===== config.mk =====
export PLATFORM = sky130hd
export DESIGN_NAME = arrival_predictor
export DESIGN_NICKNAME = d
export VERILOG_FILES = /design/src/rtl/arrival_predictor.sv
export SDC_FILE = /design/constraint.sdc
export NUM_CORES = 1
export LEC_CHECK = 0
export CORE_MARGIN = 2
export CORE_UTILIZATION = 62
export CTS_BUF_LIST = sky130_fd_sc_hd__clkbuf_8
export CTS_CLUSTER_DIAMETER = 120
export DETAILED_ROUTE_END_ITERATION = 10
export PLACE_DENSITY_LB_ADDON = 0.15
export REMOVE_ABC_BUFFERS = 1
export SYNTH_ARGS = -nofsm -noshare
export SYNTH_HDL_FRONTEND = slang
export SYNTH_SLANG_ARGS = --single-unit
export TNS_END_PERCENT = 30

===== constraint.sdc =====
create_clock -name clk -period 13.58 [get_ports clk]
set_input_delay 1.358 -clock clk [delete_from_list [all_inputs] [get_ports clk]]
set_output_delay 1.358 -clock clk [all_outputs]
set_load 0.01 [all_outputs]

===== src/rtl/arrival_predictor.sv =====
// arrival_predictor
//   Predicts the arrival time at a target point from the transit time
//   measured between two sensors:
//     time_out = floor(T * DIST_PRED / DIST_MEAS) - OFFSET_MS, clamped to
//     [0, 2^TW-1].
//   The multiply takes one cycle. A restoring divider then produces one
//   quotient bit per cycle over PW cycles.
//
// Ports
//   clk       rising-edge clock
//   rst       synchronous active-high reset
//   in_valid  / in_ready / time_in    sample input handshake (ms)
//   out_valid / out_ready / time_out  result output handshake (ms)
//   sat       result was clamped (low or high)
//   err       sample was zero; time_out forced to 0
//
// Build option
//   ARRIVAL_PREDICTOR_AVG_EN : T is the mean of the last 4 accepted non-zero
//   samples instead of the raw sample.
module arrival_predictor #(
  parameter int TW        = 19,
  parameter int DIST_MEAS = 41,
  parameter int DIST_PRED = 666,
  parameter int OFFSET_MS = 30
) (
  input  logic          clk,
  input  logic          rst,
  input  logic          in_valid,
  output logic          in_ready,
  input  logic [TW-1:0] time_in,
  output logic          out_valid,
  input  logic          out_ready,
  output logic [TW-1:0] time_out,
  output logic          sat,
  output logic          err
);

  localparam int PW = TW + $clog2(DIST_PRED + 1);
  localparam int CW = $clog2(PW + 1);

  localparam logic [1:0] IDLE = 2'd0;
  localparam logic [1:0] MUL  = 2'd1;
  localparam logic [1:0] DIV  = 2'd2;
  localparam logic [1:0] DONE = 2'd3;

  localparam logic [PW:0] DIVISOR = (PW+1)'(DIST_MEAS);
  localparam logic [PW:0] OFFSET  = (PW+1)'(OFFSET_MS);
  localparam logic [PW:0] MAXVAL  = {{(PW+1-TW){1'b0}}, {TW{1'b1}}};

  logic [1:0]    state;
  logic [TW-1:0] t_reg;
  logic [TW-1:0] t_eff;
  logic [PW-1:0] prod;
  logic [PW-1:0] quo;
  logic [PW:0]   rem;
  logic [CW-1:0] cnt;

  logic [PW:0]   rem_sh;
  logic          q_bit;
  logic [PW:0]   rem_nx;
  logic [PW-1:0] quo_nx;
  logic [PW:0]   q_ext;
  logic [PW:0]   diff;
  logic [TW-1:0] res;
  logic          res_sat;

  logic accept;

  assign in_ready  = (state == IDLE);
  assign out_valid = (state == DONE);
  assign accept    = in_valid && in_ready;

`ifdef ARRIVAL_PREDICTOR_AVG_EN
  logic [TW-1:0] hist [4];
  logic          filled;
  logic [TW+1:0] sum;

  always_comb begin
    sum   = (TW+2)'(hist[0]) + (TW+2)'(hist[1]) + (TW+2)'(hist[2]) + (TW+2)'(hist[3]);
    t_eff = TW'(sum >> 2);
  end

  // Zero samples never enter the history; the first real sample after
  // reset seeds all four slots so the mean starts at that value.
  always_ff @(posedge clk) begin
    if (rst) begin
      filled <= 1'b0;
      for (int unsigned i = 0; i < 4; i++) hist[i] <= '0;
    end else if (accept && (time_in != '0)) begin
      if (!filled) begin
        filled <= 1'b1;
        for (int unsigned i = 0; i < 4; i++) hist[i] <= time_in;
      end else begin
        hist[3] <= hist[2];
        hist[2] <= hist[1];
        hist[1] <= hist[0];
        hist[0] <= time_in;
      end
    end
  end
`else
  assign t_eff = t_reg;
`endif

  assign prod = PW'(t_eff) * PW'(DIST_PRED);

  // One restoring-division step; quo shifts the dividend out of its top
  // while quotient bits enter at the bottom.
  always_comb begin
    rem_sh = {rem[PW-1:0], quo[PW-1]};
    q_bit  = (rem_sh >= DIVISOR);
    rem_nx = q_bit ? (rem_sh - DIVISOR) : rem_sh;
    quo_nx = {quo[PW-2:0], q_bit};
  end

  // Offset and clamp are applied to the quotient completed by the final step.
  always_comb begin
    q_ext   = {1'b0, quo_nx};
    diff    = '0;
    res     = '0;
    res_sat = 1'b0;
    if (q_ext < OFFSET) begin
      res_sat = 1'b1;
    end else begin
      diff = q_ext - OFFSET;
      if (diff > MAXVAL) begin
        res     = '1;
        res_sat = 1'b1;
      end else begin
        res = diff[TW-1:0];
      end
    end
  end

  always_ff @(posedge clk) begin
    if (rst) begin
      state    <= IDLE;
      t_reg    <= '0;
      quo      <= '0;
      rem      <= '0;
      cnt      <= '0;
      time_out <= '0;
      sat      <= 1'b0;
      err      <= 1'b0;
    end else begin
      case (state)
        IDLE: begin
          if (accept) begin
            t_reg <= time_in;
            state <= MUL;
          end
        end
        MUL: begin
          if (t_reg == '0) begin
            time_out <= '0;
            sat      <= 1'b0;
            err      <= 1'b1;
            state    <= DONE;
          end else begin
            quo   <= prod;
            rem   <= '0;
            cnt   <= '0;
            state <= DIV;
          end
        end
        DIV: begin
          quo <= quo_nx;
          rem <= rem_nx;
          if (cnt == CW'(PW - 1)) begin
            time_out <= res;
            sat      <= res_sat;
            err      <= 1'b0;
            state    <= DONE;
          end else begin
            cnt <= cnt + 1'b1;
          end
        end
        default: begin
          if (out_ready) state <= IDLE;
        end
      endcase
    end
  end

endmodule

## Word level (Yosys, flattened, before mapping)

Index checks and enable logic that the tools add are counted.

| word-level totals | value |
|---|---|
| register bits after elaboration | 105 |
| bits in latches | 0 |
| bits in writable memories | 0 |
| ROM bits | 0 |
| input bits | 23 |
| output and inout port bits | 23 |
| logic and storage cells | 60 |
| memories | 0 |

| cells by class | value |
|---|---|
| $add $sub $neg | 3 |
| multipliers | 1 |
| divide/modulo/power cells | 0 |
| magnitude comparators | 3 |
| equality and inequality tests | 9 |
| shift operators | 0 |
| muxes and demuxes | 26 |
| bitwise logic cells | 0 |
| reductions and logical operators | 10 |

Operators by type and width:

| kind | number |
|---|---|
| case mux 29 bit (2 select lines) | 2 |
| 2-to-1 mux 29 bit | 3 |
| 2-to-1 mux 19 bit | 4 |
| case mux 19 bit (2 select lines) | 1 |
| greater-or-equal comparator 30 x 6 -> 1 bit (second input constant) | 1 |
| > comparator 30 x 19 -> 1 bit (second input constant) | 1 |
| subtractor 29 x 5 -> 30 bit (second input constant) | 1 |
| < comparator 29 x 5 -> 1 bit (second input constant) | 1 |
| subtractor 29 x 6 -> 29 bit (second input constant) | 1 |
| multiplier 19 x 9 -> 28 bit (second input constant) | 1 |
| logical NOT 19 bit | 1 |
| 2-to-1 mux 5 bit | 2 |
| case mux 5 bit (2 select lines) | 1 |
| AND reduction 3 bit | 3 |
| != test 2 bit (second input constant) | 4 |
| 2-to-1 mux 1 bit | 7 |
| 2-to-1 mux 2 bit | 3 |
| case mux 2 bit (3 select lines) | 1 |
| adder 5 x 1 -> 5 bit (second input constant) | 1 |
| == test 5 bit (second input constant) | 1 |
| == test 2 bit (second input constant) | 2 |
| case mux 1 bit (2 select lines) | 2 |
| AND reduction 2 bit | 2 |
| nonzero test 4 bit | 1 |
| 5 further kinds | 5 |

## Depth between registers and ports, before layout

Gate-level depths: netlist of run 1.

| logic depth | value |
|---|---|
| depth after elaboration | 7 |
| gate-level depth with buffers | 17 |
| mapped depth without buffers | 16 |

## Worst setup path before layout of run 1

Ideal clock, no wire load.

| path | value |
|---|---|
| path type | register to register |
| start point | register t_reg[8], in the netlist t_eff[8] |
| end point | register quo[26] |
| library setup time | 0.120 ns |
| data arrival time | 4.199 ns |
| required time | 13.460 ns |
| path slack | 9.262 ns |
| stages on the path, launching flop included | 18 |
| path buffers | 1 |
| period minus slack after synthesis | 4.318 ns |
| path through | dfxtp_1 -> ha_1 -> inv_1 -> fa_1 -> inv_1 -> fa_1 -> inv_1 -> fa_1 -> inv_1 -> ha_1 -> clkbuf_1 -> a21oi_1 -> o21ai_0 -> nor2b_1 -> a2111oi_0 -> o41ai_1 -> and4b_1 -> o31a_1 |

| on the way | value |
|---|---|
| longest elaborated chain between the ends | 3 |
| elaborated cells between the ends (all ways) | 6 |
| classes of those cells | 1 x mul; 1 x eq/ne; 2 x mux; 2 x reduce/logical |

RTL lines:

| item | RTL line | text |
|---|---|---|
| from (decl) | 51 | `logic [TW-1:0] t_reg;` |
| from (signal assigned) | 149 | `t_reg <= time_in;` |
| multiplier 19 x 9 -> 28 bit or logical NOT 19 bit (tied branches) | 105, 154 |  |
| 2-to-1 mux 29 bit or != test 2 bit (tied branches) | - |  |
| case mux 29 bit (2 select lines) or AND reduction 2 bit (tied branches) | - |  |
| to (signal assigned) | 160 | `quo <= prod;` |
| to (signal assigned) | 167 | `quo <= quo_nx;` |
| to (decl) | 54 | `logic [PW-1:0] quo;` |

Several ways; a longest one is shown, not always the timed one. The select of a mux whose other input is x is not followed.
A chain may end at the register's enable or synchronous reset.

## Worst setup path in the final report of run 1

| path | value |
|---|---|
| start point | register t_reg[7], in the netlist t_eff[7] |
| end point | register quo[28] |

The elaborated chain is that of the path after synthesis.

==> Implementation_results.wiki, run 1 <==
{| class="wikitable"
! Metric !! Value
|-
| Max-slew headroom at the worst pin || 0.296
|-
| Final core area utilization || 0.684
|-
| Met3 Wirelength || 507 um
|-
| Diode count || 0
|-
| Max frequency || 211 MHz
|-
| Clock transition at the registers of the reported paths || 0.10 ns
|-
| Cells after Synth || 1001
|-
| Transition time at the pin with the least slew margin || 1.06 ns
|-
| Run status || complete, no violations
|-
| Metal-1 WL || 8480 um
|-
| Detailed Place HPWL || 13500 um
|-
| Launching point of the worst reg2reg path || t_eff[7]
|-
| Post-synth cell types || 66
|-
| Setup crit start kind || flip-flop
|-
| Clock insertion delay at the later pin of the skew report || 0.40 ns
|-
| FF+latch count, synth || 105
|-
| Net switching fraction of the power || 0.484
|-
| Via count of the first global-routing pass || 6498
|-
| Cells on Worst Hold Path || 2
|-
| Number of fill cells || 1106
|-
| Number of vias per cell after detailed routing || 5.55
|-
| DRC violation count after routing || 0
|-
| Endpoint type of the worst setup path || flip-flop
|-
| Antenna violations before repair || 0
|-
| Pre-CTS setup slack || 8.86 ns
|-
| CTS tree || yes
|-
| Boundary Pins || 46
|-
| Number of H-tree levels || 3
|-
| Ratio of cells with drive above 1 in the final layout || 0.0410
|-
| Final count of pins violating max slew || 0
|-
| Number of clock sinks || 105
|-
| Category of the most critical setup path || reg2reg
|-
| Setup Fix Bufs, Post-CTS || 0
|-
| Starting density of the core || 0.628
|-
| Data required, critical path || 13.88 ns
|-
| Switching power summed over all nets || 744 uW
|-
| Worst-case hold slack || 0.468 ns
|-
| Cell-by-cell listing of the critical path || ha_1 > ha_1 > fa_1 > inv_1 > fa_1 > inv_1 > ha_1 > nor2b_1 > o2111ai_1 > a21oi_1 > nor2_1 > o41ai_1 > a2111oi_0 > a211o_1
|-
| Avg Synthesized Cell Area || 8.21 um^2
|-
| Layout overhead on the synthesized area || 8.97%
|-
| Combinational Power Share || 0.615
|-
| Peak supply drop || 0.0888 mV
|-
| Site row count || 42
|-
| Hold worst-path end || sat
|-
| Class of the tightest hold or removal check || reg2reg
|-
| Top_reg_cell synth || dfxtp_1
|-
| Register-to-Register Path Depth || 14
|-
| Final Hold Fails || 0
|-
| Die X-Extent || 119 um
|-
| GRT Residual Overflow || 0
|-
| Total via count in the routed design || 6668
|-
| Vert. Die Dim || 119 um
|-
| Clock network power share || 0.123
|-
| Met2 WL post-DR || 8260 um
|-
| First drt pass iteration count || 5
|-
| End of the worst register-to-register path || quo[28]
|-
| Setup slack, reg-to-reg || 8.84 ns
|-
| Leak || 0.00389 uW
|-
| Clock Tree Buf Depth || 2
|-
| Dpl cell area || 8780 um^2
|-
| Area of the core region || 13100 um^2
|-
| Worst hold start || sat
|-
| Post-Route Skew || 0.0118 ns
|-
| Post-cts hold buffer count || 0
|-
| Cell area after layout || 8950 um^2
|-
| Crit-path most repeated cell || ha_1
|-
| Setup repair after global routing missed its margin || false
|-
| Detailed Route Iter0 Violations || 361
|-
| Share of the yosys chip area belonging to registers || 0.256
|-
| Number of nets at the end of the flow || 1171
|-
| Overall Global Routing Usage || 0.262
|-
| Number of synthesis warnings || 0
|-
| Sequential fraction of design power || 0.262
|-
| Port-buffer cells || 45
|-
| Final critical delay including setup and external delays || 4.74 ns
|-
| Post-DR wirelength/cell || 14.6 um
|-
| Antenna-violating nets left || 0
|-
| Global-route wire length before repair || 30600 um
|-
| CTS root buffer || clkbuf_8
|-
| Arrival time worst endpoint || 5.03 ns
|-
| Post-layout worst setup margin || 8.84 ns
|-
| Final setup violation count || 0
|-
| Async set-reset flop share out of synthesis || 0
|-
| Synth Cell Area || 8220 um^2
|-
| TritonCTS buffer count || 9
|-
| Power density over cell area || 172 nW/um^2
|-
| Top layer in use || met4
|-
| Internal Power || 794 uW
|-
| Final period util || 0.349
|-
| Cell class contributing the biggest share of worst-path delay || adder cells
|-
| Global placer's final weighted congestion || 0.886
|-
| Cell type of the slowest stage on the worst timing path || o41ai_1
|-
| Overall routed net length || 17500 um
|-
| Final sum of negative setup slack || 0 ns
|-
| Maximum number of pins on one net before global-route repair || 58
|-
| Critical-path maximum fanout || 5
|-
| Max-Cap Viols || 0
|-
| Number of cells upsized or downsized after cts || 0
|-
| Die outline area || 14200 um^2
|-
| Slowest stage delay, CP || 0.78 ns
|-
| WP buf/inv || 2
|-
| EDFF count, synth || 0
|}
-- cell usage after synthesis (13+ instances only) --
cell / n / area [um^2]
a21oi_1: 57 / 285
clkbuf_1: 38 / 143
dfxtp_1: 105 / 2100
fa_1: 46 / 921
ha_1: 82 / 1030
inv_1: 138 / 518
nand2_1: 116 / 435
nand3_1: 21 / 105
nor2_1: 61 / 229
nor3_1: 19 / 95.1
nor4_1: 13 / 81.3
o21ai_0: 62 / 310
xnor2_1: 33 / 289
xor2_1: 23 / 201
-- worst max-delay path by stage --
stage	cells past startpoint	endpoint	from
global placement	14	quo[28]	t_eff[7]
floorplan	14	quo[28]	t_eff[7]
global route	16	quo[28]	t_eff[9]
detailed placement	14	quo[28]	t_eff[7]
CTS	14	quo[28]	t_eff[7]
finish	14	quo[28]	t_eff[7]
-- metrics by stage --
stage / total power, uW / cells
after global placement: 1330 / 1185
after global routing: 1700 / 1201
after detailed placement: 1350 / 1185
after floorplan: 1130 / 956
final: 1540 / 1201
after CTS: 1540 / 1201
-- cell families after synthesis --
| group | after synthesis | synth area share |
|---|---|---|
| mux | 7 | 0.00853 |
| fa+ha+maj | 128 | 0.237 |
| xor+xnor | 56 | 0.0597 |
| compound gates | 221 | 0.175 |
| flops | 105 | 0.256 |
| simple gates | 301 | 0.180 |
| buf+inv | 183 | 0.0841 |
-- cell type report --
class	count	area [um^2]	area share
multi-input cells	713	5430	0.607
flip-flops and latches	105	2100	0.235
inverters	138	518	0.0579
repair buffers	53	505	0.0565
well taps	176	220	0.0246
clock buffers	9	124	0.0138
clock inverters	7	52.6	0.00587
-- worst min-delay path: stages, from the launching register on --
cell and delay, ns:
dfxtp_1 0.34, nand2_1 0.05, o31ai_1 0.05
-- placed cells by master, fill, tap and decap left out, types with 21 or more instances in the layout --
| cell | netlist | final |
|---|---|---|
| fa_1 | 46 | 46 |
| o21ai_0 | 62 | 62 |
| inv_1 | 138 | 139 |
| xnor2_1 | 33 | 33 |
| nand3_1 | 21 | 21 |
| nor2_1 | 61 | 61 |
| dfxtp_1 | 105 | 105 |
| a21oi_1 | 57 | 57 |
| ha_1 | 82 | 81 |
| nand2_1 | 116 | 116 |
| clkdlybuf4s50_1 | 0 | 44 |
| xor2_1 | 23 | 23 |
-- flip-flops by register name, summed over array words and instances, names as in the netlist --
register / count
quo: 29
rem: 29
t_eff: 19
time_out: 19
cnt: 5
state: 2
err: 1
sat: 1
-- metal layers --
layer | up-vias | GRT usage
li1 | 3451 | -
met2 | 99 | 0.437
met1 | 3092 | 0.353
met3 | 26 | 0.0469
met5 | - | 0
met4 | 0 | 0.0647
-- power groups by stage --
stage / clock, uW / combinational (uW) / sequential (uW)
global placement: 0 / 922 / 408
CTS: 193 / 949 / 403
finish: 188 / 945 / 403
floorplan: 0 / 735 / 394
global route: 204 / 1090 / 412
detailed placement: 0 / 941 / 410
No activity file was read; power rests on OpenSTA's default activity.
==> inputs of run 2 (changes only) <==
==> constraint.sdc (replaced) <==
create_clock -name clk -period 4.69 [get_ports clk]
set_input_delay 0.469 -clock clk [delete_from_list [all_inputs] [get_ports clk]]
set_output_delay 0.469 -clock clk [all_outputs]
set_load 0.01 [all_outputs]
==> run 2 against run 1 <==
Utilization increased by 1.0 points; global-route usage decreased by 0.53 points; worst setup slack got worse by 8.6 ns; non-clock buffer count increased by 12; clock skew increased by 0.0014 ns; total power increased to 3.0 times the previous value; clock power increased to 3.0 times the previous value; count of clock-buffer cells in the layout unchanged; combinational power increased to 3.0 times the previous value; largest cell class unchanged; largest power group unchanged; highest routed layer unchanged.
==> Implementation_results.wiki, run 2 (synthesized netlist as in run 1, its figures left out) <==
{| class="wikitable"
! Metric !! Value
|-
| Run status || complete, no violations
|-
| Total via count in the routed design || 6716
|-
| Die X-Extent || 119 um
|-
| Overall Global Routing Usage || 0.257
|-
| Max frequency || 224 MHz
|-
| DRC violation count after routing || 0
|-
| Layout overhead on the synthesized area || 10.6%
|-
| Boundary Pins || 46
|-
| Final period util || 0.952
|-
| Maximum number of pins on one net before global-route repair || 57
|-
| Diode count || 0
|-
| CTS tree || yes
|-
| Register-to-Register Path Depth || 15
|-
| Port-buffer cells || 45
|-
| Post-cts hold buffer count || 0
|-
| Max-Cap Viols || 0
|-
| Detailed Route Iter0 Violations || 430
|-
| Site row count || 42
|-
| Post-DR wirelength/cell || 14.4 um
|-
| Number of clock sinks || 105
|-
| Global placer's final weighted congestion || 0.894
|-
| Dpl cell area || 8860 um^2
|-
| Largest registers || quo: 29 flops, rem: 29 flops
|-
| TritonCTS buffer count || 9
|-
| Post-Route Skew || 0.0131 ns
|-
| Leak || 0.00397 uW
|-
| CTS root buffer || clkbuf_8
|-
| First drt pass iteration count || 4
|-
| Detailed Place HPWL || 13600 um
|-
| End of the worst register-to-register path || quo[24]
|-
| Number of H-tree levels || 3
|-
| Cell type of the slowest stage on the worst timing path || o41ai_2
|-
| Antenna violations before repair || 0
|-
| Setup crit start kind || flip-flop
|-
| GRT Residual Overflow || 0
|-
| Data required, critical path || 4.98 ns
|-
| Cell-by-cell listing of the critical path || ha_1 > ha_1 > fa_1 > inv_1 > fa_1 > inv_1 > ha_1 > nor2b_1 > o2111ai_1 > a21oi_1 > nor2_1 > o41ai_2 > buf_4 > xnor2_1 > o22ai_1
|-
| Transition time at the pin with the least slew margin || 1.00 ns
|-
| Endpoint type of the worst setup path || flip-flop
|-
| Power density over cell area || 502 nW/um^2
|-
| Number of vias per cell after detailed routing || 5.54
|-
| Clock transition at the registers of the reported paths || 0.11 ns
|-
| Crit-path most repeated cell || ha_1
|-
| Final core area utilization || 0.694
|-
| Max-slew headroom at the worst pin || 0.332
|-
| Cells on Worst Hold Path || 2
|-
| Setup repair after global routing missed its margin || false
|-
| Arrival time worst endpoint || 4.75 ns
|-
| Starting density of the core || 0.628
|-
| Pre-CTS setup slack || 0.0620 ns
|-
| Antenna-violating nets left || 0
|-
| Slowest stage delay, CP || 0.57 ns
|-
| Number of nets at the end of the flow || 1183
|-
| Critical-path maximum fanout || 5
|-
| Final critical delay including setup and external delays || 4.46 ns
|-
| Commonest non-fill, non-tap cells in the layout || 139 x inv_1, 115 x nand2_1, 104 x dfxtp_1
|-
| Worst hold start || sat
|-
| Overall routed net length || 17400 um
|-
| Cell class contributing the biggest share of worst-path delay || adder cells
|-
| Cell area after layout || 9080 um^2
|-
| Class of the tightest hold or removal check || reg2reg
|-
| Via count of the first global-routing pass || 6535
|-
| Setup slack, reg-to-reg || 0.23 ns
|-
| Die outline area || 14200 um^2
|-
| Final count of pins violating max slew || 0
|-
| Peak supply drop || 0.250 mV
|-
| Launching point of the worst reg2reg path || t_eff[7]
|-
| Hold worst-path end || sat
|-
| Ratio of cells with drive above 1 in the final layout || 0.0588
|-
| Final Hold Fails || 0
|-
| Post-layout worst setup margin || 0.226 ns
|-
| Clock insertion delay at the later pin of the skew report || 0.40 ns
|-
| Category of the most critical setup path || reg2reg
|-
| Area of the core region || 13100 um^2
|-
| Final sum of negative setup slack || 0 ns
|-
| Global-route wire length before repair || 30100 um
|-
| Final setup violation count || 0
|-
| Vert. Die Dim || 119 um
|-
| Clock Tree Buf Depth || 2
|-
| WP buf/inv || 3
|-
| Most common cell after layout, fill and taps aside || inv_1
|}
==> run 2: how the worst max path moves through the flow <==
stage / to / from / slack (ns) / cells past startpoint
after floorplan: quo[28] / t_eff[7] / 0.42 / 14
after global placement: quo[28] / t_eff[7] / 0.18 / 14
after detailed placement: quo[28] / t_eff[7] / 0.06 / 14
after CTS: quo[28] / t_eff[7] / 0.03 / 14
after global routing: quo[21] / t_eff[5] / 0.02 / 14
final: quo[24] / t_eff[7] / 0.23 / 15
==> run 2: cell type report <==
type | count | area (um^2)
timing repair buffer | 65 | 596
sequential | 105 | 2100
multi-input combinational | 713 | 5460
clock inverter | 7 | 60.1
tap | 176 | 220
inverter | 138 | 518
clock buffer | 9 | 124
fill | 1085 | 4000
==> run 2: per-layer routing <==
metal	vias to the layer above	part of all wire	wire, um	GRT usage
met4	0	0.012	208	0.0580
li1	3470	-	-	-
met2	87	0.47	8210	0.428
met1	3145	0.49	8570	0.348
met3	14	0.024	416	0.0474
met5	-	0	0	0
==> run 2: through the flow <==
step | hold slack [ns] | total power [uW] | std cells
after floorplan | 0.438 | 3270 | 956
after global placement | 0.447 | 3910 | 1196
after detailed placement | 0.454 | 3970 | 1196
after CTS | 0.477 | 4550 | 1212
after global routing | 0.491 | 5030 | 1213
final | 0.474 | 4560 | 1213
==> run 2: tightest hold or removal path: stages, from the launching register on <==
cell and delay, ns:
dfxtp_1 0.32, nand2_1 0.05, o31ai_1 0.05
==> run 2: timing repair <==
| action | 4_1_cts | 5_1_grt |
|---|---|---|
| buffers inserted | 0 | 1 |
| endpoints found under the setup margin | 0 | 5 |
| resized for setup | 0 | 9 |
==> run 2: report_power, final <==
| group | switching [uW] | internal [uW] | total, uW |
|---|---|---|---|
| sequential | 154 | 1010 | 1160 |
| clock | 353 | 205 | 558 |
| combinational | 1690 | 1150 | 2840 |
